**src/rtl/alu_seq_accumulator_pkg.sv**
```systemverilog
// Shared encodings for the sequential ALU/accumulator.
// Mode and FSM state constants are width-independent.
package alu_seq_accumulator_pkg;

  localparam logic [2:0] MODE_A       = 3'b000;
  localparam logic [2:0] MODE_B       = 3'b001;
  localparam logic [2:0] MODE_ADD     = 3'b010;
  localparam logic [2:0] MODE_SUB     = 3'b011;
  localparam logic [2:0] MODE_ACC_ADD = 3'b100;
  localparam logic [2:0] MODE_ACC_SUB = 3'b101;
  localparam logic [2:0] MODE_MUL     = 3'b110;
  localparam logic [2:0] MODE_CLR     = 3'b111;

  localparam logic [0:0] ST_IDLE = 1'b0;
  localparam logic [0:0] ST_BUSY = 1'b1;

endpackage

```
**src/rtl/alu_seq_accumulator_mul.sv**
```systemverilog
// Iterative shift-add multiplier, one multiplier bit per cycle.
// done/product present the final step combinationally on the last cycle.
module shift_add_multiplier
  import alu_seq_accumulator_pkg::*;
#(
  parameter int WIDTH = 10
) (
  input  logic               clk,
  input  logic               reset,
  input  logic               start,
  input  logic [WIDTH-1:0]   a,
  input  logic [WIDTH-1:0]   b,
  output logic               done,
  output logic [2*WIDTH-1:0] product
);

  localparam int CW = $clog2(WIDTH + 1);

  logic [2*WIDTH-1:0] mcand;
  logic [2*WIDTH-1:0] part;
  logic [2*WIDTH-1:0] part_next;
  logic [WIDTH-1:0]   mplr;
  logic [CW-1:0]      count;

  assign part_next = mplr[0] ? part + mcand : part;
  assign done      = (count == CW'(1));
  assign product   = part_next;

  always_ff @(posedge clk or posedge reset) begin
    if (reset) begin
      mcand <= '0;
      part  <= '0;
      mplr  <= '0;
      count <= '0;
    end else if (start) begin
      mcand <= {{WIDTH{1'b0}}, a};
      part  <= '0;
      mplr  <= b;
      count <= CW'(WIDTH);
    end else if (count != '0) begin
      part  <= part_next;
      mcand <= mcand << 1;
      mplr  <= mplr >> 1;
      count <= count - CW'(1);
    end
  end

endmodule

```
**src/rtl/alu_seq_accumulator.sv**
```systemverilog
// Registered ALU with accumulator, flags and valid/ready handshakes.
// Multiply runs on the shift-add sub-unit; everything else is one cycle.
module alu_seq_accumulator
  import alu_seq_accumulator_pkg::*;
#(
  parameter int WIDTH = 10
) (
  input  logic             clk,
  input  logic             reset,
  input  logic             in_valid,
  output logic             in_ready,
  input  logic [WIDTH-1:0] a,
  input  logic [WIDTH-1:0] b,
  input  logic [2:0]       mode,
  output logic             out_valid,
  input  logic             out_ready,
  output logic [WIDTH-1:0] y,
  output logic             is_zero,
  output logic             carry,
  output logic             negative,
  output logic             overflow,
  output logic [WIDTH-1:0] acc
);

  logic [0:0]         state;
  logic               accept;
  logic               mul_start;
  logic               mul_done;
  logic [2*WIDTH-1:0] product;
  logic [WIDTH-1:0]   op_x;
  logic [WIDTH-1:0]   op_z;
  logic [WIDTH:0]     ext;
  logic [WIDTH-1:0]   res;
  logic               res_c;
  logic               res_v;
  logic               ovf;

  assign in_ready  = !reset && (state == ST_IDLE)
                     && (!out_valid || out_ready);
  assign accept    = in_valid && in_ready;
  assign mul_start = accept && (mode == MODE_MUL);
  assign is_zero   = (y == '0);
  assign negative  = y[WIDTH-1];

  // mode[2] swaps in acc as the left operand, mode[0] selects subtract
  always_comb begin
    op_x = mode[2] ? acc : a;
    op_z = mode[2] ? a : b;
    ext  = mode[0] ? {1'b0, op_x} - {1'b0, op_z}
                   : {1'b0, op_x} + {1'b0, op_z};
    ovf  = (ext[WIDTH-1] != op_x[WIDTH-1])
           && ((op_x[WIDTH-1] != op_z[WIDTH-1]) == mode[0]);
    res   = '0;
    res_c = 1'b0;
    res_v = 1'b0;
    unique case (mode)
      MODE_A: res = a;
      MODE_B: res = b;
      MODE_ADD, MODE_SUB, MODE_ACC_ADD, MODE_ACC_SUB: begin
        res   = ext[WIDTH-1:0];
        res_c = ext[WIDTH];
        res_v = ovf;
      end
      default: res = '0;
    endcase
  end

  shift_add_multiplier #(
    .WIDTH(WIDTH)
  ) u_mul (
    .clk    (clk),
    .reset  (reset),
    .start  (mul_start),
    .a      (a),
    .b      (b),
    .done   (mul_done),
    .product(product)
  );

  always_ff @(posedge clk or posedge reset) begin
    if (reset) begin
      state     <= ST_IDLE;
      out_valid <= 1'b0;
      y         <= '0;
      carry     <= 1'b0;
      overflow  <= 1'b0;
      acc       <= '0;
    end else if (state == ST_BUSY) begin
      if (mul_done) begin
        state     <= ST_IDLE;
        out_valid <= 1'b1;
        y         <= product[WIDTH-1:0];
        carry     <= |product[2*WIDTH-1:WIDTH];
        overflow  <= 1'b0;
      end
    end else if (accept) begin
      if (mode == MODE_MUL) begin
        state     <= ST_BUSY;
        out_valid <= 1'b0;
      end else begin
        out_valid <= 1'b1;
        y         <= res;
        carry     <= res_c;
        overflow  <= res_v;
        if (mode == MODE_ACC_ADD || mode == MODE_ACC_SUB)
          acc <= res;
        else if (mode == MODE_CLR)
          acc <= '0;
      end
    end else if (out_ready) begin
      out_valid <= 1'b0;
    end
  end

endmodule
```
**config.mk**
```make
export PLATFORM = sky130hd
export DESIGN_NAME = alu_seq_accumulator
export DESIGN_NICKNAME = d
export VERILOG_FILES = /design/src/rtl/alu_seq_accumulator_pkg.sv /design/src/rtl/alu_seq_accumulator_mul.sv /design/src/rtl/alu_seq_accumulator.sv
export SDC_FILE = /design/constraint.sdc
export NUM_CORES = 1
export LEC_CHECK = 0
export BUFFER_PORTS_ARGS = -buffer_cell sky130_fd_sc_hd__buf_2
export CORE_AREA = 3 3 109 111
export DETAILED_ROUTE_END_ITERATION = 6
export DIE_AREA = 0 0 112 114
export PLACE_DENSITY = 0.75
export SLEW_MARGIN = 25
export SYNTH_ARGS = -nofsm -noshare
export SYNTH_HDL_FRONTEND = slang
export SYNTH_HIERARCHICAL = 1
export SYNTH_SLANG_ARGS = --single-unit
```
**constraint.sdc**
```tcl
create_clock -name clk -period 4.62 [get_ports clk]
set_input_delay 0.462 -clock clk [delete_from_list [all_inputs] [get_ports clk]]
set_output_delay 0.462 -clock clk [all_outputs]
set_load 0.005 [all_outputs]
```
==> summary.txt, run 1 <==
Status
  • Outcome: finished clean

STA
  • WHS: around 0.21 ns
  • Max-Slew Margin vs Limit: between 30% and 40%
  • Max-slew violation count: 0
  • Final setup fails: 0
  • Post-route clock period utilization: 84.4%
  • Final hold vios: 0
  • Setup Skew: 0.0118 ns
  • RSZ-0062 raised after global routing: no
  • Fmax: approximately 260 MHz
  • Fin Setup TNS: 0 ns
  • Period minus WS final: 3.90 ns
  • Worst setup margin: about 0.72 ns
  • Least-Margin Pin Slew: 0.916 ns

Global routing
  • First-pass GRT wire length: 25,800 um
  • Initial antenna violation count: 0
  • Largest net degree at the start of global routing: between 50 and 60
  • Tot GR Track Use: 25.0%
  • GRT overflow: 0
  • Number of global-route vias before repair: between 5,000 and 6,000

Placed design
  • DP Cell Count: about 860
  • Post-Place Cell Area: 6280 um^2
  • Port bufs: 52
  • Worst slack at placement: between 0.7 and 0.8 ns
  • Hpwl dp: 11,800 um
  • RD Place Congestion: around 0.97

Synthesis
  • Post-synth EDFFs: 0
  • Avg Cell Area, Syn: between 8 and 9 um^2
  • Post-synth cell types: between 70 and 80
  • Mapped Area: ~6000 um^2
  • Syn Nets: 760
  • Yosys warnings: 6
  • Ys flop type: dfrtp_1
  • Area contributors post-synth: dfrtp_1, nand2_1, ha_1
  • Sequential element share of the synthesized area: ~33%
  • #FFs+latches synth: 78
  • Synth top area share: between 30% and 40%
  • Yosys top cell by area: dfrtp_1
  • Ys async rst share: 100%
  • Cells after Synth: about 700

Clocking
  • TritonCTS Buffers: 9
  • CTS sink cnt: around 80
  • PostCTS Resize Cnt: 0
  • Hold_buf cts: 0
  • CTS tree: built
  • Skew-Pair Late Insertion Delay: 0.38 ns
  • CTS root buffer: clkbuf_8
  • Clk buf depth: 2
  • H-tree levels: 3
  • Clk slew on worst S/H paths: 0.09 ns
  • Setup Fix Bufs, Post-CTS: 0

Hold path
  • Hold/Removal Path Class: primary input to asynchronous set/reset pin

Run
  • Max Cap Violations: 0

Final layout
  • Fin cells: between 800 and 900
  • Most frequent cells in the layout: nand2_1, dfrtp_1, a21oi_1
  • Fillers: about 1,000
  • Most common cell after layout, fill and taps aside: nand2_1
  • Synth-to-layout area growth: 8.29%
  • N_diodes: 0
  • Share of layout cells above drive strength 1: 16.3%
  • Final Core Density: 59.6%
  • Post-route cell area: 6490 um^2
  • Nets: approximately 800

Pwr
  • Leakage: between 3 and 4 nW
  • P per Cell Area: just under 600 nW/um^2
  • Power consumption: about 3.8 mW
  • Peak VDD IR: roughly 0.27 mV

Die
  • Io pins: 53
  • Core area: between 10,000 and 15,000 um^2
  • Die area: 12,800 um^2
  • Row count: 38
  • Die H: between 100 and 150 um
  • DIE WIDTH: approximately 110 um
  • Initial core utilization: between 50 and 60%

Setup path
  • CP Max Fanout: 4
  • R2r startpoint: u_mul/mcand[0]$_DFFE_PP0P_
  • Worst Reg-to-Reg Cells: 12
  • Startpoint Class: register
  • Crit path DAT: 4.13 ns
  • Setup crit end kind: register
  • Worst EP required: 4.85 ns
  • R2r setup slk: 0.72 ns
  • R2r endpoint: carry$_DFFE_PP0P_
  • WS Path Type: register to register

Detailed routing
  • Drt via density: around 6
  • Routed wire length: ~16,000 um
  • Drt pass-1 iters: 7
  • Remaining DRCs: 0
  • Total number of vias: ~5,300
  • Routed length per placed instance: 18.3 um
  • Antenna Nets Post-Route: 0
  • 1st-iter DRT viols: between 300 and 400
==> synthesized netlist by cell type, drive strengths merged (2+ instances only) <==
| library cell | number |
|---|---|
| nor2b | 5 |
| clkbuf | 21 |
| a31o | 2 |
| fa | 2 |
| or2 | 3 |
| xnor2 | 13 |
| o31ai | 4 |
| mux2 | 31 |
| and3 | 4 |
| o211ai | 3 |
| and2 | 5 |
| a2111oi | 3 |
| nor2 | 45 |
| o21ai | 53 |
| dfrtp | 78 |
| a22o | 2 |
| nor3 | 16 |
| o21bai | 4 |
| xor2 | 21 |
| inv | 17 |
| o31a | 3 |
| and4 | 2 |
| nor4 | 6 |
| nor3b | 4 |
| buf | 19 |
| nand2 | 112 |
| mux2i | 40 |
| nand2b | 7 |
| a211o | 4 |
| a221oi | 4 |
| a31oi | 4 |
| ha | 32 |
| or4 | 5 |
| a211oi | 4 |
| o221ai | 2 |
| or3 | 5 |
| o22ai | 4 |
| o21a | 5 |
| a21o | 8 |
| a21oi | 60 |
| nand3 | 12 |
| nor4b | 2 |
| nand4 | 8 |
==> routing by layer <==
metal | part of all wire [%] | track usage (%) | up-vias | routed length [um]
met5 | 0 | 0 | - | 0
met2 | 48 | 42.0 | 151 | 7740
met4 | 3.0 | 12.0 | 0 | 472
met1 | 44 | 32.2 | 2579 | 6980
met3 | 4.8 | 3.29 | 39 | 763
li1 | - | - | 2571 | -
==> flip-flops by register name (all words and copies together), names as in the netlist <==
signal / flops
out_valid: 1
u_mul/mplr: 10
u_mul/mcand: 20
overflow: 1
carry: 1
u_mul/count: 4
acc: 10
state: 1
y: 10
u_mul/part: 20
==> worst max-delay path, cell delays in order, from the launching register on <==
cell      delay, ns
dfrtp_1        0.41
ha_1           0.24
fa_1           0.41
a21oi_1        0.19
o21ai_1        0.16
a221oi_2       0.40
o21ai_1        0.17
o21ai_1        0.18
xor2_1         0.19
a21oi_1        0.10
or4_1          0.52
o41ai_1        0.59
o221ai_1       0.22
==> final cells by class <==
cell class                      count  area [um^2]  share of cell area, %
Tap cell                          140          175                   2.70
Inverter                           18         67.6                   1.04
Clock inverter                      4         53.8                  0.829
Timing Repair Buffer               59          313                   4.82
Clock buffer                       12          155                   2.39
Multi-Input combinational cell    563         3770                   58.1
Sequential cell                    78         1950                   30.1
==> power breakdown <==
part           switching, mW  internal [mW]
Sequential             0.258          0.944
Combinational           1.15          0.843
Clock                  0.274          0.281
==> worst max-delay path by stage <==
stage,start,to
3_5_place_dp,u_mul/mcand[0]$_DFFE_PP0P_,carry$_DFFE_PP0P_
2_1_floorplan,mode[2],y[9]$_DFFE_PP0P_
5_1_grt,u_mul/mcand[0]$_DFFE_PP0P_,carry$_DFFE_PP0P_
6_report,u_mul/mcand[0]$_DFFE_PP0P_,carry$_DFFE_PP0P_
4_1_cts,u_mul/mcand[0]$_DFFE_PP0P_,carry$_DFFE_PP0P_
3_3_place_gp,u_mul/mcand[0]$_DFFE_PP0P_,carry$_DFFE_PP0P_
==> logic make-up (layout without fill, tap and decap cells) <==
logic type               count (synthesis)  count (layout)  share of synthesized area, %
AO/OA/AOI/OAI                          180             180                          18.7
XOR/XNOR                                34              34                          5.09
adder cells (fa/ha/maj)                 34              34                          7.35
buffers and inverters                   58              93                          4.59
flip-flops                              78              78                          32.6
multiplexers                            71              71                          12.6
AND/OR/NAND/NOR                        244             244                          19.1
(Power assumes the default switching activity.)
==> inputs of run 2 (changes only) <==
--- a/config.mk
+++ b/config.mk
@@ -5,11 +5,12 @@
 export SDC_FILE = /design/constraint.sdc
 export NUM_CORES = 1
 export LEC_CHECK = 0
+export ABC_AREA = 1
 export BUFFER_PORTS_ARGS = -buffer_cell sky130_fd_sc_hd__buf_2
-export CORE_AREA = 3 3 109 111
+export CORE_AREA = 3 3 112 114
 export DETAILED_ROUTE_END_ITERATION = 6
-export DIE_AREA = 0 0 112 114
-export PLACE_DENSITY = 0.75
+export DIE_AREA = 0 0 115 117
+export PLACE_DENSITY = 0.78
 export SLEW_MARGIN = 25
 export SYNTH_ARGS = -nofsm -noshare
 export SYNTH_HDL_FRONTEND = slang
==> constraint.sdc (replaced) <==
create_clock -name clk -period 3.5 [get_ports clk]
set_input_delay 0.35 -clock clk [delete_from_list [all_inputs] [get_ports clk]]
set_output_delay 0.35 -clock clk [all_outputs]
set_load 0.005 [all_outputs]
==> summary.txt, run 2 <==
Global routing
  • GRT overflow: 0 (unchanged)
  • Number of global-route vias before repair: 5,722 (was 5,203)
  • Largest net degree at the start of global routing: 38 (was 55)
  • Tot GR Track Use: 26.4% (was 25.0%)
  • First-pass GRT wire length: 28,200 um (was 25,800 um)
  • Initial antenna violation count: 0 (unchanged)

Synthesis
  • Ys flop type: dfrtp_1 (unchanged)
  • Syn Nets: 992 (was 760)
  • Post-synth top cells: nand2_1, inv_1, dfrtp_1, nand3_1, nor2_1 (was nand2_1, dfrtp_1, a21oi_1, nor2_1, o21ai_0)
  • Cells after Synth: 931 (was 699)
  • Yosys warnings: 6 (unchanged)
  • Post-synth cell types: 49 (was 73)
  • Sequential element share of the synthesized area: 30.7% (was 32.6%)
  • Count leader, synth: nand2_1 (unchanged)
  • Yosys top cell by area: dfrtp_1 (unchanged)
  • Synth top area share: 30.7% (was 32.6%)
  • Avg Cell Area, Syn: 6.82 um^2 (was 8.57 um^2)
  • #FFs+latches synth: 78 (unchanged)
  • Area contributors post-synth: dfrtp_1, nand2_1, inv_1 (was dfrtp_1, nand2_1, ha_1)
  • Post-synth EDFFs: 0 (unchanged)
  • Mapped Area: 6350 um^2 (was 5990 um^2)
  • Ys async rst share: 100% (unchanged)

STA
  • RSZ-0062 raised after global routing: no (unchanged)
  • Fmax: 344 MHz (was 256 MHz)
  • Fin Setup TNS: 0 ns (unchanged)
  • Least-Margin Pin Slew: 0.845 ns (was 0.916 ns)
  • Worst setup margin: 0.590 ns (was 0.720 ns)
  • Final setup fails: 0 (unchanged)
  • Post-route clock period utilization: 83.1% (was 84.4%)
  • Max-Slew Margin vs Limit: 43.5% (was 38.5%)
  • Final hold vios: 0 (unchanged)
  • Period minus WS final: 2.91 ns (was 3.90 ns)
  • Setup Skew: 0.0125 ns (was 0.0118 ns)
  • Max-slew violation count: 0 (unchanged)

Setup path
  • Worst EP required: 3.72 ns (was 4.85 ns)
  • CP Max Fanout: 4 (unchanged)
  • Setup crit end kind: register (unchanged)
  • WS Path Type: register to register (unchanged)
  • Startpoint Class: register (unchanged)
  • Crit path DAT: 3.13 ns (was 4.13 ns)

Die
  • DIE WIDTH: 115 um (was 112 um)
  • Initial core utilization: 55.2% (was 55.0%)
  • Row count: 39 (was 38)
  • Die H: 117 um (was 114 um)
  • Die area: 13,500 um^2 (was 12,800 um^2)
  • Core area: 11,500 um^2 (was 10,900 um^2)
  • Io pins: 53 (unchanged)

Clocking
  • H-tree levels: 3 (unchanged)
  • Skew-Pair Late Insertion Delay: 0.34 ns (was 0.38 ns)
  • CTS root buffer: clkbuf_16 (was clkbuf_8)
  • TritonCTS Buffers: 9 (unchanged)
  • Setup Fix Bufs, Post-CTS: 0 (unchanged)
  • Clk slew on worst S/H paths: 0.06 ns (was 0.09 ns)
  • CTS tree: built (unchanged)
  • Clk buf depth: 2 (unchanged)
  • Hold_buf cts: 0 (unchanged)
  • CTS sink cnt: 78 (unchanged)
  • PostCTS Resize Cnt: 0 (unchanged)

Pwr
  • P per Cell Area: 848 nW/um^2 (was 578 nW/um^2)
  • Leakage: 3.85 nW (was 3.11 nW)
  • Sequential share of power: 28.0% (was 32.0%)
  • Clock power share: 16.3% (was 14.8%)
  • Peak VDD IR: 0.436 mV (was 0.271 mV)
  • Combinational power share: 55.7% (was 53.1%)
  • Cell-internal power: 3.08 mW (was 2.07 mW)
  • Sw Share: 47.9% (was 44.9%)
  • P_sw: 2.84 mW (was 1.68 mW)

Detailed routing
  • Antenna Nets Post-Route: 0 (unchanged)
  • Drt pass-1 iters: 6 (was 7)
  • Routed wire length: 17,100 um (was 16,000 um)
  • 1st-iter DRT viols: 492 (was 334)
  • Routed length per placed instance: 15.2 um (was 18.3 um)
  • Remaining DRCs: 0 (unchanged)
  • Drt via density: 5.49 (was 6.11)
  • Total number of vias: 6,163 (was 5,340)

Placed design
  • Port bufs: 52 (unchanged)
  • Post-Place Cell Area: 6660 um^2 (was 6280 um^2)
  • RD Place Congestion: 1.00 (was 0.972)
  • Hpwl dp: 13,200 um (was 11,800 um)
  • Worst slack at placement: 0.542 ns (was 0.703 ns)

Final layout
  • Most frequent cells in the layout: nand2_1, inv_1, dfrtp_1 (was nand2_1, dfrtp_1, a21oi_1)
  • Synth-to-layout area growth: 9.91% (was 8.29%)
  • Most common cell after layout, fill and taps aside: nand2_1 (unchanged)
  • N_diodes: 0 (unchanged)
  • Biggest registers after layout: u_mul/mcand: 20 flops, u_mul/part: 20 flops (unchanged)
  • Post-route cell area: 6980 um^2 (was 6490 um^2)
  • Nets: 1,035 (was 790)
  • Share of layout cells above drive strength 1: 15.6% (was 16.3%)

Status
  • Outcome: finished clean (unchanged)

Run
  • Max Cap Violations: 0 (unchanged)

Hold path
  • Hold/Removal Path Class: primary input to asynchronous set/reset pin (unchanged)
-- run 2: cell count changes after synthesis, sizes merged, moves of 10 or more --
cell / before / now
a21oi: 60 / 24
clkbuf: 21 / 7
inv: 17 / 157
mux2: 31 / 0
mux2i: 40 / 0
nand2: 112 / 307
nand3: 12 / 74
nor2: 45 / 55
nor3: 16 / 5
o21ai: 53 / 69
o22ai: 4 / 16
xor2: 21 / 8
-- run 2: final cells by class --
cell class	instances	area, um^2
clock buffers	11	253
fillers	1078	4530
multi-input cells	669	3640
repair buffers	57	298
flip-flops and latches	78	1950
inverters	159	597
well taps	143	179
clock inverters	5	65.1
-- run 2: path summary, 6_finish.rpt --
check / start / end / slack (ns) / cells past startpoint
max: u_mul/mcand[0]$_DFFE_PP0P_ / carry$_DFFE_PP0P_ / 0.59 / 15
min: reset / y[2]$_DFFE_PP0P_ / 0.17 / 3
max reg2reg: u_mul/mcand[0]$_DFFE_PP0P_ / carry$_DFFE_PP0P_ / 0.59 / 15
min reg2reg: u_mul/mplr[4]$_DFFE_PP0P_ / u_mul/mplr[3]$_DFFE_PP0P_ / 0.49 / 2
max in group asynchronous: reset / u_mul/mplr[0]$_DFFE_PP0P_ / 2.55 / 3
min in group clk: b[2] / u_mul/mplr[2]$_DFFE_PP0P_ / 0.26 / 3
-- run 2: cell families after synthesis --
kind of cell / share of synthesized area (%)
buffers and inverters: 12.1
AO/OA/AOI/OAI: 13.7
flip-flops: 30.7
XOR/XNOR: 2.48
adder cells (fa/ha/maj): 6.93
AND/OR/NAND/NOR: 34.1
-- run 2: power groups by stage --
stage | logic [mW] | clock network [mW] | registers [mW]
6_report | 3.30 | 0.968 | 1.66
5_1_grt | 3.74 | 1.02 | 1.70
4_1_cts | 3.26 | 0.981 | 1.64
3_5_place_dp | 3.23 | 0 | 1.65
3_3_place_gp | 3.17 | 0 | 1.64
2_1_floorplan | 2.56 | 0 | 1.51
-- run 2: stage by stage --
step / std cells / util (%) / power, mW / hold slack, ns
2_1_floorplan: 931 / - / 4.07 / 0.396
3_3_place_gp: 1106 / 57.9 / 4.81 / 0.458
3_5_place_dp: 1106 / 57.9 / 4.88 / 0.473
4_1_cts: 1122 / 60.6 / 5.88 / 0.177
5_1_grt: 1122 / 60.6 / 6.47 / 0.203
6_report: 1122 / 60.6 / 5.92 / 0.166
-- run 2: worst max-delay path, stage by stage, from the launching register on --
cell	delay [ns]
dfrtp_1	0.39
ha_1	0.26
fa_1	0.45
nand3_1	0.12
nand3_2	0.10
nand3_1	0.08
nand2_1	0.11
nand2_1	0.11
nand2_1	0.05
nand2_1	0.06
nand3_1	0.09
and2_1	0.18
nor4_1	0.30
nand3_1	0.20
a21oi_1	0.23
a21oi_2	0.07
-- run 2: per-layer routing --
| layer | global-route usage (%) | wire length [um] | up-vias |
|---|---|---|---|
| li1 | - | - | 3047 |
| met1 | 39.1 | 7970 | 2838 |
| met2 | 39.8 | 7390 | 246 |
| met3 | 4.16 | 1350 | 32 |
| met4 | 8.06 | 360 | 0 |
| met5 | 0 | 0 | - |
